--- src/rtl/axi_lite_req_arbiter.sv ---
// -----------------------------------------------------------------------------
// axi_lite_req_arbiter
//
// Round-robin arbiter for NCH single-beat requesters in front of one
// AXI4-Lite master port. Each channel buffers one request (read or write).
// Transactions run one at a time. The originating channel gets a one-cycle
// completion pulse.
//
// Parameters
//   NCH     number of requester channels (1..8)
//   ADDR_W  address width
//   DATA_W  data width (32 or 64); strobe width is DATA_W/8
//
// Ports
//   clk, rst        clock (rising edge), asynchronous active-high reset
//   req_valid       per-channel one-cycle request pulse
//   req_mode        per-channel mode, 0 = read, 1 = write
//   req_addr        per-channel address, channel i at [i*ADDR_W +: ADDR_W]
//   req_wdata       per-channel write data, packed like req_addr
//   req_wstrb       per-channel byte strobes, packed like req_addr
//   req_busy        channel has a pending or in-flight request
//   resp_valid      one-cycle completion pulse per channel
//   resp_data       read data (0 for writes), valid with resp_valid
//   resp_err        SLVERR/DECERR flag, valid with resp_valid
//   axi_*           AXI4-Lite master AR/R/AW/W/B channels
// -----------------------------------------------------------------------------
module axi_lite_req_arbiter #(
  parameter int NCH    = 2,
  parameter int ADDR_W = 32,
  parameter int DATA_W = 32
) (
  input  logic                         clk,
  input  logic                         rst,

  input  logic [NCH-1:0]               req_valid,
  input  logic [NCH-1:0]               req_mode,
  input  logic [NCH*ADDR_W-1:0]        req_addr,
  input  logic [NCH*DATA_W-1:0]        req_wdata,
  input  logic [NCH*(DATA_W/8)-1:0]    req_wstrb,
  output logic [NCH-1:0]               req_busy,
  output logic [NCH-1:0]               resp_valid,
  output logic [DATA_W-1:0]            resp_data,
  output logic                         resp_err,

  output logic [ADDR_W-1:0]            axi_araddr,
  output logic                         axi_arvalid,
  output logic [2:0]                   axi_arprot,
  input  logic                         axi_arready,

  input  logic [DATA_W-1:0]            axi_rdata,
  input  logic [1:0]                   axi_rresp,
  input  logic                         axi_rvalid,
  output logic                         axi_rready,

  output logic [ADDR_W-1:0]            axi_awaddr,
  output logic                         axi_awvalid,
  output logic [2:0]                   axi_awprot,
  input  logic                         axi_awready,

  output logic [DATA_W-1:0]            axi_wdata,
  output logic [DATA_W/8-1:0]          axi_wstrb,
  output logic                         axi_wvalid,
  input  logic                         axi_wready,

  input  logic [1:0]                   axi_bresp,
  input  logic                         axi_bvalid,
  output logic                         axi_bready
);

  localparam int STRB_W = DATA_W / 8;
  localparam int CW     = (NCH > 1) ? $clog2(NCH) : 1;

  localparam logic [2:0] IDLE  = 3'd0;
  localparam logic [2:0] RADDR = 3'd1;
  localparam logic [2:0] RDATA = 3'd2;
  localparam logic [2:0] WRITE = 3'd3;
  localparam logic [2:0] WRESP = 3'd4;
  localparam logic [2:0] DONE  = 3'd5;

  // Per-channel request buffers
  logic [NCH-1:0]    pending;
  logic [NCH-1:0]    mode_q;
  logic [ADDR_W-1:0] addr_q  [NCH];
  logic [DATA_W-1:0] wdata_q [NCH];
  logic [STRB_W-1:0] wstrb_q [NCH];

  // Transaction engine
  logic [2:0]        state;
  logic [CW-1:0]     grant;
  logic [CW-1:0]     rr_ptr;
  logic              aw_pend;
  logic              w_pend;
  logic [DATA_W-1:0] rdata_q;
  logic              err_q;

  // Arbitration result
  logic              arb_found;
  logic [CW-1:0]     arb_idx;
  logic [CW-1:0]     scan_idx;

  // Response handshake that finishes the granted request
  logic              resp_hs;

  // Only the error bit of the response codes is used
  logic              unused_resp_lsb;
  assign unused_resp_lsb = axi_rresp[0] ^ axi_bresp[0];

  assign resp_hs = ((state == RDATA) && axi_rvalid) ||
                   ((state == WRESP) && axi_bvalid);

  // ---------------------------------------------------------------------------
  // Round-robin scan: first pending channel starting at rr_ptr, wrapping mod NCH
  // ---------------------------------------------------------------------------
  always_comb begin
    arb_found = 1'b0;
    arb_idx   = '0;
    scan_idx  = '0;
    for (int unsigned k = 0; k < NCH; k++) begin
      scan_idx = CW'((32'(rr_ptr) + k) % NCH);
      if (!arb_found && pending[scan_idx]) begin
        arb_found = 1'b1;
        arb_idx   = scan_idx;
      end
    end
  end

  // ---------------------------------------------------------------------------
  // Request capture. A pulse on a channel that already holds a request is
  // dropped. Capture and clear never coincide on one channel: clear happens
  // only while pending is set, capture only while it is clear.
  // ---------------------------------------------------------------------------
  always_ff @(posedge clk or posedge rst) begin
    if (rst) begin
      pending <= '0;
      mode_q  <= '0;
      for (int unsigned i = 0; i < NCH; i++) begin
        addr_q[i]  <= '0;
        wdata_q[i] <= '0;
        wstrb_q[i] <= '0;
      end
    end else begin
      for (int unsigned i = 0; i < NCH; i++) begin
        if (req_valid[i] && !pending[i]) begin
          pending[i] <= 1'b1;
          mode_q[i]  <= req_mode[i];
          addr_q[i]  <= req_addr[i*ADDR_W +: ADDR_W];
          wdata_q[i] <= req_wdata[i*DATA_W +: DATA_W];
          wstrb_q[i] <= req_wstrb[i*STRB_W +: STRB_W];
        end else if (resp_hs && (grant == CW'(i))) begin
          pending[i] <= 1'b0;
        end
      end
    end
  end

  // ---------------------------------------------------------------------------
  // Transaction FSM. AXI address/data registers load only in IDLE, so they
  // stay stable for the whole time their valid is raised.
  // ---------------------------------------------------------------------------
  always_ff @(posedge clk or posedge rst) begin
    if (rst) begin
      state      <= IDLE;
      grant      <= '0;
      rr_ptr     <= '0;
      axi_araddr <= '0;
      axi_awaddr <= '0;
      axi_wdata  <= '0;
      axi_wstrb  <= '0;
      aw_pend    <= 1'b0;
      w_pend     <= 1'b0;
      rdata_q    <= '0;
      err_q      <= 1'b0;
    end else begin
      case (state)
        IDLE: begin
          if (arb_found) begin
            grant <= arb_idx;
            if (mode_q[arb_idx]) begin
              axi_awaddr <= addr_q[arb_idx];
              axi_wdata  <= wdata_q[arb_idx];
              axi_wstrb  <= wstrb_q[arb_idx];
              aw_pend    <= 1'b1;
              w_pend     <= 1'b1;
              state      <= WRITE;
            end else begin
              axi_araddr <= addr_q[arb_idx];
              state      <= RADDR;
            end
          end
        end

        RADDR: begin
          if (axi_arready) begin
            state <= RDATA;
          end
        end

        RDATA: begin
          if (axi_rvalid) begin
            rdata_q <= axi_rdata;
            err_q   <= axi_rresp[1];
            state   <= DONE;
          end
        end

        // AW and W retire independently; leave once neither is outstanding
        // after this cycle's handshakes.
        WRITE: begin
          if (aw_pend && axi_awready) begin
            aw_pend <= 1'b0;
          end
          if (w_pend && axi_wready) begin
            w_pend <= 1'b0;
          end
          if ((!aw_pend || axi_awready) && (!w_pend || axi_wready)) begin
            state <= WRESP;
          end
        end

        WRESP: begin
          if (axi_bvalid) begin
            rdata_q <= '0;
            err_q   <= axi_bresp[1];
            state   <= DONE;
          end
        end

        DONE: begin
          if (grant == CW'(NCH - 1)) begin
            rr_ptr <= '0;
          end else begin
            rr_ptr <= grant + 1'b1;
          end
          state <= IDLE;
        end

        default: begin
          state <= IDLE;
        end
      endcase
    end
  end

  // ---------------------------------------------------------------------------
  // Outputs
  // ---------------------------------------------------------------------------
  assign axi_arvalid = (state == RADDR);
  assign axi_rready  = (state == RDATA);
  assign axi_awvalid = (state == WRITE) && aw_pend;
  assign axi_wvalid  = (state == WRITE) && w_pend;
  assign axi_bready  = (state == WRESP);
  assign axi_arprot  = 3'b000;
  assign axi_awprot  = 3'b000;

  assign req_busy  = pending;
  assign resp_data = (state == DONE) ? rdata_q : '0;
  assign resp_err  = (state == DONE) && err_q;

  always_comb begin
    resp_valid = '0;
    for (int unsigned i = 0; i < NCH; i++) begin
      resp_valid[i] = (state == DONE) && (grant == CW'(i));
    end
  end

endmodule

--- config.mk ---
export PLATFORM = sky130hd
export DESIGN_NAME = axi_lite_req_arbiter
export DESIGN_NICKNAME = d
export VERILOG_FILES = /design/src/rtl/axi_lite_req_arbiter.sv
export SDC_FILE = /design/constraint.sdc
export NUM_CORES = 1
export LEC_CHECK = 0
export CAP_MARGIN = 20
export CORE_UTILIZATION = 52
export DETAILED_ROUTE_END_ITERATION = 7
export PLACE_DENSITY_LB_ADDON = 0.05
export SYNTH_ARGS = -nofsm -noshare
export SYNTH_HDL_FRONTEND = slang
export SYNTH_SLANG_ARGS = --single-unit
--- constraint.sdc ---
create_clock -name clk -period 15.8 [get_ports clk]
set_input_delay 3.16 -clock clk [delete_from_list [all_inputs] [get_ports clk]]
set_output_delay 3.16 -clock clk [all_outputs]
set_load 0.02 [all_outputs]
==> out/qor.csv, run 1 <==
stage,metric,value,unit
sta,Least-Margin Pin Slew,1.11,ns
synthesis,synthesized area,11700,um^2
drt,DR pass1 iterations,8,
synthesis,number of synthesis warnings,0,
critical_path,RR Endpoint,axi_wdata[1]$_DFFE_PP0P_,
cells_and_area,Nets,1326,
die,# IOs,331,
sta,Fmax achieved,0.178,GHz
critical_path,Critical Path RT,12.64,ns
drt,Post-Route WL,27.5,mm
placed_design,GPL Wtd Cong,0.772,
power,Pwr Total,0.00351,W
global_route,initial antenna violation count,2,
drt,1st-iter DRT viols,276,
critical_path,Startpoint Class,flop,
synthesis,Post-synth EDFFs,0,
critical_path,CP Capture Type,output port,
die,Rows,54,
sta,final critical-path share of the clock period,35.5,%
placed_design,Cells after DPL,1389,
cells_and_area,area delta synth->final,37.8,%
global_route,largest net degree at the start of global routing,127,
sta,final slew viol count,0,
synthesis,Mean Syn Cell Area,14.0,um^2
placed_design,DP Wirelength,17.6,mm
die,Die X,152,um
cells_and_area,design area,16200,um^2
clocking,cts hold-fix bufs,0,
drt,via count,7674,
worst_hold_path,cell count of the worst hold path,2,
clocking,clock latency on the worst-skew pair,0.54,ns
critical_path,crit path DAT,2.45,ns
critical_path,Reg2Reg Setup Slack,12.62,ns
drt,"antenna viol nets, final",0,
sta,RSZ-0062 raised after global routing,false,
clocking,CTS max path bufs,3,
power,Pleak,6.96,nW
clocking,total CTS buffers,29,
sta,Clock Skew,0.0176,ns
critical_path,FF-to-FF Start,state[0]$_DFFE_PP0P_,
outcome,run status,finished with violations,
critical_path,"Worst Path Class, Setup",flop to output port,
drt,wire per inst,19.0,um
clocking,post-CTS sizing,0,
synthesis,distinct cell type count after synthesis,33,
power,Power Density,217,nW/um^2
run,Max-Cap Viols,0,
placed_design,Placed Area,15100,um^2
sta,final hold viol count,0,
drt,drc violations,24,
global_route,Overall Global Routing Usage,24.1,%
synthesis,ys flop type,dfrtp_1,
die,Die Span Y,152,um
synthesis,"FFs w/ async S/R, synth",100,%
cells_and_area,share of cells above drive strength 1,32.2,%
synthesis,Mapped Cells,837,
sta,setup_tns,0,ns
clocking,CTS tree,yes,
clocking,CTS root buffer,clkbuf_16,
clocking,H-tree levels,1,
clocking,Clock Sink Count,280,
clocking,clock slew at reported path FFs,0.06,ns
placed_design,I/O Buffers,322,
synthesis,post-synthesis sequential area ratio,59.7,%
global_route,vias in the first global route,8066,
clocking,post-CTS setup buffer count,0,
global_route,global route overflow,0,
sta,worst rel slew slack,25.9,%
die,die area,23200,um^2
cells_and_area,Non-Filler Instances,1448,
worst_hold_path,worst hold path class,flop to flop,
cells_and_area,"leading cell types in the layout, fill and taps excluded","clkdlybuf4s50_1 (322), mux2_2 (307), dfrtp_1 (280)",
critical_path,Worst Setup SP,state[2]$_DFFE_PP0P_,
die,core area,22000,um^2
global_route,first-pass GRT wire length,44.3,mm
synthesis,post-synthesis register bit count,280,
sta,Final min period,5.61,ns
critical_path,CP endpoint,resp_data[16],
outcome,failing checks,design-rule violations,
sta,endpoints failing setup,0,
critical_path,crit path max fanout,35,
die,Initial Utilization,53.4,%
drt,vias per cell,5.30,
power,worst vdd ir,156,uV
critical_path,worst r2r path cells,6,
cells_and_area,"commonest non-fill, non-tap cell in the layout",clkdlybuf4s50_1,
## metrics by stage
stage / util, % / setup WS, ns / hold WS (ns)
after floorplan: - / 4.92 / 0.442
after global placement: 68.8 / 9.39 / 0.454
after detailed placement: 68.8 / 9.40 / 0.463
after CTS: 73.3 / 9.85 / 0.476
after global routing: 73.6 / 10.06 / 0.502
final: 73.6 / 10.19 / 0.470
## cell families after synthesis
group | count (synthesis) | synth area share (%)
AND/OR/NAND/NOR | 130 | 5.42
other | 1 | 0.0320
AO/OA/AOI/OAI | 50 | 2.40
flip-flops | 280 | 59.7
buffers and inverters | 68 | 2.90
multiplexers | 308 | 29.5
## power breakdown
group,internal (W),total (W),switching (W),leakage (nW)
sequential,0.00109,0.00127,0.000184,3.34
clock,0.000418,0.000695,0.000277,0.496
combinational,0.000850,0.00154,0.000693,3.12
## critical path, stage by stage, from the launching register on
cell and delay [ns]:
dfrtp_1 0.51, nor2b_1 0.22, buf_4 0.33, and3_1 0.21, clkdlybuf4s50_1 0.64
## area by class of cell
type	count	area, um^2
Timing Repair Buffer	332	3350
Inverter	6	30.0
Clock inverter	13	144
Antenna cell	2	5.00
Sequential cell	280	7010
Multi-Input combinational cell	494	4440
Clock buffer	41	841
Fill cell	1523	5790
Tap cell	280	350
## state kept, by name (all words and copies together), names as in the netlist, 2 cells and up
| name | cells |
|---|---|
| addr_q | 64 |
| axi_wdata | 32 |
| req_busy | 2 |
| wstrb_q | 8 |
| mode_q | 2 |
| axi_awaddr | 32 |
| wdata_q | 64 |
| rdata_q | 32 |
| state | 3 |
| axi_araddr | 32 |
| axi_wstrb | 4 |
## cells in the mapped netlist (2+ instances only)
cell / number / area share (%)
buf_6: 4 / 0.38
o21ai_0: 9 / 0.38
dfrtp_1: 280 / 60
nor2b_1: 6 / 0.32
buf_4: 9 / 0.58
clkbuf_1: 26 / 0.83
nand3_1: 3 / 0.13
o21ai_1: 30 / 1.3
nand2b_1: 4 / 0.21
and2_1: 3 / 0.16
nand2_1: 69 / 2.2
and3_1: 33 / 1.8
and3b_1: 2 / 0.15
buf_2: 15 / 0.64
a21o_1: 2 / 0.13
nor3_1: 3 / 0.13
a21oi_1: 3 / 0.13
buf_1: 6 / 0.19
nor2_1: 4 / 0.13
clkbuf_2: 2 / 0.085
inv_1: 6 / 0.19
mux2_2: 307 / 29
## routing by layer
layer	vias to the layer above	wire [um]	track usage [%]
li1	3540	-	-
met1	3861	11200	30.8
met2	233	13300	40.0
met3	40	2420	6.97
met4	0	636	6.90
met5	-	0	0
## worst min path at each step
stage / from / to / slack [ns]
after floorplan: rdata_q[28]$_DFFE_PP0P_ / rdata_q[28]$_DFFE_PP0P_ / 0.44
after global placement: rdata_q[29]$_DFFE_PP0P_ / rdata_q[29]$_DFFE_PP0P_ / 0.45
after detailed placement: rdata_q[30]$_DFFE_PP0P_ / rdata_q[30]$_DFFE_PP0P_ / 0.46
after CTS: rdata_q[30]$_DFFE_PP0P_ / rdata_q[30]$_DFFE_PP0P_ / 0.48
after global routing: rdata_q[20]$_DFFE_PP0P_ / rdata_q[20]$_DFFE_PP0P_ / 0.50
final: rdata_q[30]$_DFFE_PP0P_ / rdata_q[30]$_DFFE_PP0P_ / 0.47
(Power assumes the default switching activity.)
==> run 2: changes to the inputs <==
--- a/config.mk
+++ b/config.mk
@@ -6,7 +6,7 @@
 export NUM_CORES = 1
 export LEC_CHECK = 0
 export CAP_MARGIN = 20
-export CORE_UTILIZATION = 52
+export CORE_UTILIZATION = 43
 export DETAILED_ROUTE_END_ITERATION = 7
 export PLACE_DENSITY_LB_ADDON = 0.05
 export SYNTH_ARGS = -nofsm -noshare
==> constraint.sdc (replaced) <==
create_clock -name clk -period 5 [get_ports clk]
set_input_delay 1 -clock clk [delete_from_list [all_inputs] [get_ports clk]]
set_output_delay 1 -clock clk [all_outputs]
set_load 0.02 [all_outputs]
==> out/qor.csv, run 2 (synthesis results as in run 1) <==
stage,metric,value,unit,change
sta,fin worst setup slack,1.48,ns,-8.71 ns
placed_design,Cells after DPL,1457,,+4.9%
critical_path,crit path DAT,2.52,ns,+0.07 ns
clocking,clock slew at reported path FFs,0.06,ns,about the same
global_route,global route overflow,0,,unchanged
drt,vias per cell,5.05,,-4.7%
critical_path,Startpoint Class,flop,,
critical_path,"Worst Path Class, Setup",flop to output port,,
cells_and_area,"leading cell types in the layout, fill and taps excluded","clkdlybuf4s50_1 (322), mux2_2 (307), dfrtp_1 (280)",,
sta,final critical-path share of the clock period,70.4,%,
sta,worst rel slew slack,35.1,%,+9.2 points
critical_path,CP Capture Type,output port,,
die,Rows,60,,+11%
drt,wire per inst,18.9,um,-0.72%
critical_path,CP cell instances,nor2b_2 > buf_4 > and3_1 > clkdlybuf4s50_1,,
die,# IOs,331,,unchanged
critical_path,worst r2r path cells,5,,-1
cells_and_area,top flop regs,"addr_q: 64 flops, wdata_q: 64 flops",,
placed_design,DP Wirelength,18.5,mm,+5.0%
sta,RSZ-0062 raised after global routing,false,,
critical_path,"Buf+Inv Stages, Crit Path",2,,unchanged
drt,Post-Route WL,28.6,mm,+4.1%
drt,via count,7666,,-0.10%
cells_and_area,Non-Filler Instances,1518,,+4.8%
sta,Clock Skew,0.00846,ns,-0.00911 ns
critical_path,"Max stage delay cell, worst path",clkdlybuf4s50_1,,
sta,final hold viol count,0,,unchanged
sta,Least-Margin Pin Slew,0.973,ns,-0.139 ns
drt,1st-iter DRT viols,300,,+8.7%
cells_and_area,design area,16400,um^2,+1.3%
cells_and_area,"commonest non-fill, non-tap cell in the layout",clkdlybuf4s50_1,,
drt,DR pass1 iterations,4,,-4
critical_path,Critical Path RT,4.00,ns,-8.64 ns
clocking,CTS tree,yes,,
sta,setup_tns,0,ns,unchanged
worst_hold_path,Hold Path Origin,rdata_q[14]$_DFFE_PP0P_,,
power,Sw Ratio,32.8,%,-0.054 points
cells_and_area,final core utilization,60.9,%,-13 points
cells_and_area,Nets,1337,,+0.83%
sta,endpoints failing setup,0,,unchanged
clocking,CTS max path bufs,3,,unchanged
sta,final slew viol count,0,,unchanged
worst_hold_path,worst hold path class,flop to flop,,
critical_path,Reg2Reg Setup Slack,2.27,ns,-10.35 ns
critical_path,Top delay family on crit path,buffers and inverters,,
placed_design,post-place setup slack,1.73,ns,-7.67 ns
global_route,initial antenna violation count,3,,+1
clocking,post-CTS sizing,0,,unchanged
clocking,total CTS buffers,34,,+17%
placed_design,I/O Buffers,322,,unchanged
clocking,H-tree levels,2,,+1
placed_design,Placed Area,15300,um^2,+1.1%
die,Die Span Y,167,um,+9.8%
critical_path,FF-to-FF Start,state[0]$_DFFE_PP0P_,,
clocking,cts hold-fix bufs,0,,unchanged
critical_path,crit path max fanout,31,,-11%
cells_and_area,share of cells above drive strength 1,32.3,%,+0.15 points
drt,drc violations,0,,-100%
worst_hold_path,cell count of the worst hold path,2,,unchanged
global_route,vias in the first global route,7909,,-1.9%
outcome,run status,"finished, final reports clean",,
global_route,first-pass GRT wire length,44.8,mm,+1.1%
clocking,post-CTS setup buffer count,0,,unchanged
clocking,CTS root buffer,clkbuf_16,,
run,Max-Cap Viols,0,,unchanged
power,Pint,0.00754,W,+220%
placed_design,GPL Wtd Cong,0.768,,-0.56%
power,Power Density,685,nW/um^2,+220%
critical_path,Worst path max stage delay,0.62,ns,-0.02 ns
clocking,clock latency on the worst-skew pair,0.50,ns,-0.04 ns
power,Reg power frac,35.7,%,-0.5 points
cells_and_area,area delta synth->final,39.5,%,
power,Clock Power Share,20.6,%,+0.8 points
die,Die X,167,um,+9.8%
die,die area,28000,um^2,+21%
global_route,Overall Global Routing Usage,20.4,%,-3.7 points
sta,Fmax achieved,0.284,GHz,
power,worst vdd ir,348,uV,+120%
clocking,Clock Sink Count,280,,unchanged
sta,Final min period,3.52,ns,
die,core area,26900,um^2,+22%
worst_hold_path,Worst Hold Endpoint,rdata_q[14]$_DFFE_PP0P_,,
power,Switch Pwr,0.00368,W,+220%
critical_path,total stage count of the critical path,4,,unchanged
power,combinational share of power,43.6,%,-0.4 points
die,Initial Utilization,43.7,%,-9.8 points
global_route,largest net degree at the start of global routing,71,,-44%
power,Pleak,7.01,nW,+0.74%
drt,"antenna viol nets, final",0,,unchanged
critical_path,RR Endpoint,axi_araddr[24]$_DFFE_PP0P_,,
[run 2: power groups by stage]
stage	combinational (W)	clock, W	sequential (W)
floorplan	0.00277	0	0.00442
global placement	0.00481	0	0.00404
detailed placement	0.00488	0	0.00407
CTS	0.00488	0.00239	0.00405
global route	0.00525	0.00247	0.00417
finish	0.00489	0.00232	0.00401
[run 2: worst max-delay path by stage]
stage / slack (ns) / start / endpoint
final: 1.48 / state[2]$_DFFE_PP0P_ / resp_data[11]
after global routing: 1.36 / state[2]$_DFFE_PP0P_ / resp_data[11]
after CTS: 1.21 / state[0]$_DFFE_PP0P_ / axi_awvalid
after detailed placement: 1.73 / state[0]$_DFFE_PP0P_ / axi_awvalid
after global placement: 1.73 / state[0]$_DFFE_PP0P_ / axi_awvalid
after floorplan: 0.29 / rst / addr_q[0]$_DFFE_PP0P_
[run 2: area by class of cell]
type                            count  area (um^2)
Sequential cell                   280         7010
Timing Repair Buffer              338         3410
Inverter                            6         26.3
Antenna cell                        1         2.50
Clock buffer                       54         1030
Clock inverter                      4         27.5
Multi-Input combinational cell    494         4440
Fill cell                        2188        10500
Tap cell                          341          427
[run 2: tightest hold or removal path, delay by kind of cell, from the launching register on]
kind,cells,cell delay [ns]
flops,1,0.33
compound gates,1,0.06
simple gates,1,0.05
[run 2: routing by layer]
layer | wire length, um | vias up | GRT usage, %
met1 | 12300 | 3825 | 26.2
met5 | 26 | - | 0
met3 | 2440 | 44 | 7.07
met2 | 13200 | 248 | 32.6
met4 | 626 | 4 | 6.06
li1 | - | 3545 | -
[run 2: through the flow]
step           total power [W]  hold slack, ns
2_1_floorplan          0.00719           0.442
3_5_place_dp           0.00895           0.470
3_3_place_gp           0.00885           0.457
6_report                0.0112           0.477
4_1_cts                 0.0113           0.482
5_1_grt                 0.0119           0.496
